--- config.mk ---
export PLATFORM = sky130hd
export DESIGN_NAME = debounce_bank
export DESIGN_NICKNAME = d
export VERILOG_FILES = /design/src/rtl/debounce_pkg.sv /design/src/rtl/debounce_channel.sv /design/src/rtl/debounce_bank.sv
export SDC_FILE = /design/constraint.sdc
export NUM_CORES = 1
export LEC_CHECK = 0
export ABC_AREA = 0
export BUFFER_PORTS_ARGS = -buffer_cell sky130_fd_sc_hd__buf_2
export CAP_MARGIN = 0
export CORE_ASPECT_RATIO = 0.75
export CORE_MARGIN = 2
export CORE_UTILIZATION = 55
export CTS_CLUSTER_DIAMETER = 80
export CTS_CLUSTER_SIZE = 30
export DETAILED_ROUTE_END_ITERATION = 10
export HOLD_SLACK_MARGIN = 0.1
export PLACE_DENSITY = 0.73
export SETUP_SLACK_MARGIN = 0.15
export SYNTH_ARGS = -nofsm -noshare
export SYNTH_HDL_FRONTEND = slang
export SYNTH_SLANG_ARGS = --single-unit
--- constraint.sdc ---
create_clock -name clk -period 1.7 [get_ports clk]
set_input_delay 0.255 -clock clk [delete_from_list [all_inputs] [get_ports clk]]
set_output_delay 0.255 -clock clk [all_outputs]
set_load 0.05 [all_outputs]
--- src/rtl/debounce_pkg.sv ---
// Shared constants and sizing helper for the debounce bank and its channels.
package debounce_pkg;

  localparam int DEF_CHANNELS       = 4;
  localparam int DEF_STABLE_SAMPLES = 8;
  localparam int DEF_TICK_DIV       = 1;

  // Counter width for a modulo-n count, never narrower than one bit.
  function automatic int cnt_width(input int n);
    int w;
    w = $clog2(n);
    return (w < 1) ? 1 : w;
  endfunction

endpackage

--- src/rtl/debounce_channel.sv ---
// One debounced input: 2-flop synchroniser, agreement counter, registered level and edge pulses.
module debounce_channel
  import debounce_pkg::*;
#(
  parameter int STABLE_SAMPLES = DEF_STABLE_SAMPLES
) (
  input  logic clk,
  input  logic rst,
  input  logic tick,
  input  logic in,
  output logic out,
  output logic rise,
  output logic fall,
  output logic change_next
);

  localparam int CW = cnt_width(STABLE_SAMPLES);
  localparam logic [CW-1:0] CNT_LAST = CW'(STABLE_SAMPLES - 1);

  logic          sync_meta;
  logic          in_sync;
  logic [CW-1:0] cnt;
  logic [CW-1:0] cnt_next;
  logic          out_next;
  logic          rise_next;
  logic          fall_next;
  logic          differ;
  logic          expire;

  always_comb begin
    differ    = (in_sync != out);
    expire    = tick && differ && (cnt == CNT_LAST);
    cnt_next  = cnt;
    out_next  = out;
    if (tick) begin
      if (!differ) begin
        cnt_next = '0;
      end else if (cnt == CNT_LAST) begin
        cnt_next = '0;
        out_next = in_sync;
      end else begin
        cnt_next = cnt + 1'b1;
      end
    end
    rise_next = expire && in_sync;
    fall_next = expire && !in_sync;
  end

  // Exposed so the bank can register any_change in the same cycle as the pulses.
  assign change_next = expire;

  always_ff @(posedge clk) begin
    if (rst) begin
      sync_meta <= 1'b0;
      in_sync   <= 1'b0;
      cnt       <= '0;
      out       <= 1'b0;
      rise      <= 1'b0;
      fall      <= 1'b0;
    end else begin
      sync_meta <= in;
      in_sync   <= sync_meta;
      cnt       <= cnt_next;
      out       <= out_next;
      rise      <= rise_next;
      fall      <= fall_next;
    end
  end

endmodule

--- src/rtl/debounce_bank.sv ---
// Bank of independent debounced inputs sharing one sample-tick prescaler.
module debounce_bank
  import debounce_pkg::*;
#(
  parameter int CHANNELS       = DEF_CHANNELS,
  parameter int STABLE_SAMPLES = DEF_STABLE_SAMPLES,
  parameter int TICK_DIV       = DEF_TICK_DIV
) (
  input  logic                clk,
  input  logic                rst,
  input  logic [CHANNELS-1:0] in,
  output logic [CHANNELS-1:0] out,
  output logic [CHANNELS-1:0] rise,
  output logic [CHANNELS-1:0] fall,
  output logic                any_change
);

  localparam int PW = cnt_width(TICK_DIV);
  localparam logic [PW-1:0] PRE_LAST = PW'(TICK_DIV - 1);

  if (CHANNELS < 1) begin : g_bad_channels
    $error("debounce_bank: CHANNELS must be at least 1");
  end
  if (STABLE_SAMPLES < 1) begin : g_bad_samples
    $error("debounce_bank: STABLE_SAMPLES must be at least 1");
  end
  if (TICK_DIV < 1) begin : g_bad_div
    $error("debounce_bank: TICK_DIV must be at least 1");
  end

  logic                tick;
  logic [CHANNELS-1:0] change_next;

  if (TICK_DIV == 1) begin : g_no_div
    assign tick = 1'b1;
  end else begin : g_div
    logic [PW-1:0] pre_cnt;

    always_ff @(posedge clk) begin
      if (rst) begin
        pre_cnt <= '0;
      end else if (pre_cnt == PRE_LAST) begin
        pre_cnt <= '0;
      end else begin
        pre_cnt <= pre_cnt + 1'b1;
      end
    end

    assign tick = (pre_cnt == PRE_LAST);
  end

  for (genvar c = 0; c < CHANNELS; c++) begin : g_chan
    debounce_channel #(
      .STABLE_SAMPLES(STABLE_SAMPLES)
    ) u_chan (
      .clk        (clk),
      .rst        (rst),
      .tick       (tick),
      .in         (in[c]),
      .out        (out[c]),
      .rise       (rise[c]),
      .fall       (fall[c]),
      .change_next(change_next[c])
    );
  end

  always_ff @(posedge clk) begin
    if (rst) begin
      any_change <= 1'b0;
    end else begin
      any_change <= |change_next;
    end
  end

endmodule

---- Word-level counts from Yosys, hierarchy flattened ----
Cells that the tools add are included.
storage, ports and cells
  bits in registers ....................... 33
  output and inout port bits .............. 13
  input port bits ......................... 6
  logic and storage cells ................. 66
cells by class
  $add $sub $neg .......................... 4
  bitwise gates (word level) .............. 4
  reduce and logical (&&, ||, !) cells .... 25
  eq/ne operators ......................... 8
operator list
  kind                 count
  $add 3x1->3 const B  4
  $eq 3x3->1 const B   4
  $logic_and 1x1->1    12
  $reduce_or 3->1      4
  $reduce_and 2->1     4
  $logic_not 1->1      4
  $ne 1x1->1           4
  $not 1->1            4
  $reduce_or 4->1      1

---- Depth between registers and ports, before layout ----
  depth in word-level cells ............... 3
  depth in mapped cells ................... 4
  mapped depth without buffers ............ 4

---- Cells and area by module ----
From an unflattened synthesis, not the netlist that was laid out.
second synthesis, totals
  cells, all modules ...................... 128
  area, all modules ....................... 1335.0 um^2
by module, submodules not included
  module            area an instance (um^2)  sequential area each (um^2)  instances  cells an instance
  debounce_channel  325.3                    160.2                        4          31
  debounce_bank     33.8                     20.0                         1          4

---- Worst setup path before layout ----
Ideal clock, no wire load.
  path type ............................... register to register
  start point ............................. reg g_chan[0].u_chan.cnt[0]
  end point ............................... reg g_chan[0].u_chan.cnt[1]
  data arrival time ....................... 1053 ps
  setup slack ............................. 588 ps
  setup time .............................. 59 ps
  stages on the path, launching flop included .. 5
  buffers on the path ..................... 0
  cell sequence ........................... dfxtp_1 ha_1 ha_1 nor3_1 and2_1
on the way
  word-level cells in the longest chain between the ends .. 2
RTL lines
  element                                              RTL line                RTL
  from (decl)                                          debounce_channel.sv:22  logic [CW-1:0] cnt;
  from (signal assigned)                               debounce_channel.sv:63  cnt <= cnt_next;
  branches (longest 2 deep; another with $add 3x1->3)  --
Several ways; the timed one is not identified.
A chain may end at the register's enable or synchronous reset.

---- Worst setup path after layout ----
  start point ............................. reg g_chan[1].u_chan.out
  end point ............................... out out[1]
RTL lines
  element                 RTL line                RTL
  from (decl)             debounce_channel.sv:11  output logic out,
  from (signal assigned)  debounce_channel.sv:64  out <= out_next;
  to (decl)               debounce_bank.sv:12     output logic [CHANNELS-1:0] out,
No word-level cell between the ends.

==> metrics.txt <==
total gr overflow 0; fin area 1305 um2; Slew @ Worst Pin 0.5088 ns; Post-DP Area 1256 um2; die width 59.10 um; largest net degree at the start of global routing 30; CP startpoint kind flop; Synth Net Count 119; final instance count without filler cells 140; Fin. Hold Viols 0; Yosys top cell area share 0.5275; Mapped Avg Cell Area 11.93 um2; vias in the first global route 681; Slew Limit Fails 0; Setup CP Type reg -> out; CTS tree done; core area 2085 um2; fin nets 129; hold_ws 0.1284 ns; status finished, final reports clean; Synth Warn # 0; crit-path cells buf_2; PwrDens 937.7 nW/um2; routed wire length 1622 um; Crit Path Max Fanout 5; Skew-Pair Late Insertion Delay 0.33 ns; Ant. Diodes 0; Final Wtd Congestion 0.6634; relative slew slack 0.6608; # port buffers 18; Critical-path top delay cell dfxtp_1; Syn Std Cell Area 1252 um2; CTS Sinks 33; Num CTS Buffers 5; RSZ-0062 raised after global routing false; antenna violations before repair 0; most frequent cells in the layout 33 x dfxtp_1, 18 x buf_2; layout cells sized above 1 0.2328; dpl hpwl 1119 um; Root Buffer clkbuf_4; Leakage 0.5680 nW; # hold bufs at CTS 0; CP Buf/Inv Count 1; starting DRC count in detailed routing 4; DIE AREA 2679 um2; Clock Pin Slew Worst Setup and Hold Paths 0.09 ns; Max Root-Sink Buffers 2; critical path arrival 1.04 ns; crit path time final 1.292 ns; H-tree levels 2; vias per cell 5.086; reg2reg start g_chan[3].u_chan.cnt[0]; Setup Skew 0.003901 ns; Boundary Pins 19; number of routed nets with antenna violations 0; global-route wire length before repair 2870 um; Layout Area Growth over Synthesis 4.196%; global-route total usage across every layer 0.1574; wire length per cell 11.59 um; post-synthesis sequential area ratio 0.5275; Inst Count DP 132; setup_tns 0 ns; required time of the critical path 1.44 ns; Hold Crit Class in -> reg; DRT Pass-1 Iters 3; Hold Crit Start in[3]; final-report setup violation count 0; start point of the critical path g_chan[1].u_chan.out; max_cap viols 0; number of setup buffers added after CTS 0; Rows 14; Die H 45.33 um; final worst-path cycle share 0.7602; post-CTS sizing 0; Mapped Cells 105; via count 712; most common cell after layout, fill and taps aside dfxtp_1; Max Clock Freq 0.7738 GHz; synth top area cells dfxtp_1 53%, ha_1 8.0%, buf_4 7.2%, nor4bb_1 6.4%, and2_1 4.0%; drt drc 0; Max stage delay on crit path 0.42 ns; VDD IR max 0.0004995 V; total power 1.224 mW; cell accounting for the most synthesized area dfxtp_1; post-synthesis cell type count 18; Starting Density 0.6008; largest delay contributor family on the critical path flip-flops; Synth Register Bits 33; CP Capture Type output pin
## metrics by stage
stage / setup slack [ns] / utilization
after floorplan: 0.5879 / -
after CTS: 0.4035 / 0.6261
after detailed placement: 0.4867 / 0.6026
final: 0.4076 / 0.6261
after global routing: 0.3341 / 0.6261
after global placement: 0.5306 / 0.6026
## registers in the layout, summed over array words and instances (netlist names)
signal	cells
any_change	1
g_chan.u_chan.cnt	12
g_chan.u_chan.fall	4
g_chan.u_chan.in_sync	4
g_chan.u_chan.out	4
g_chan.u_chan.rise	4
g_chan.u_chan.sync_meta	4
## where the power goes
part           leakage [nW]  switching [mW]  total (mW)  internal (mW)
logic                 0.274          0.0176      0.0334         0.0158
registers             0.268         0.00661       0.791          0.784
clock network        0.0265           0.235       0.400          0.165
total                 0.568           0.259        1.22          0.964
## cells by family (layout without fill, tap and decap cells)
family,Yosys count,count (layout),synth area share
AND/OR/NAND/NOR,40,40,0.2268
flip-flops,33,33,0.5275
buffers and inverters,15,26,0.09291
adder cells (fa/ha/maj),8,8,0.07992
XOR/XNOR,4,4,0.02797
multiplexers,4,4,0.03197
AO/OA/AOI/OAI,1,1,0.01299
## routing by layer
metal	share of wire	wire length, um	global-route usage	up-vias
met5	0	0	0	-
met4	0.031	50	0.09545	0
met3	0.072	117	0.1003	6
li1	-	-	-	370
met2	0.43	690	0.2267	17
met1	0.47	764	0.1756	319
## layout make-up
| class | instances | area, um2 |
|---|---|---|
| timing repair buffer | 18 | 90.09 |
| fill | 175 | 779.5 |
| clock buffer | 8 | 48.80 |
| multi-input combinational | 57 | 475.5 |
| tap | 24 | 30.03 |
| sequential | 33 | 660.6 |
## cell usage after synthesis (all sizes together)
cell	instances
nand2b	4
nor4bb	8
nor2b	8
nor4	4
dfxtp	33
xnor2	4
a41oi	1
clkbuf	1
and2	8
buf	14
ha	8
nor2	4
mux2i	4
nor3	4
## path summary, 6_finish.rpt
kind	to	slack [ns]	cells past startpoint
worst max-delay path	out[1]	0.41	1
worst min-delay path	g_chan[3].u_chan.sync_meta	0.13	2
worst max register to register	g_chan[3].u_chan.cnt[2]	0.47	4
worst min register to register	g_chan[3].u_chan.cnt[0]	0.44	1
No activity file was read; power rests on OpenSTA's default activity.
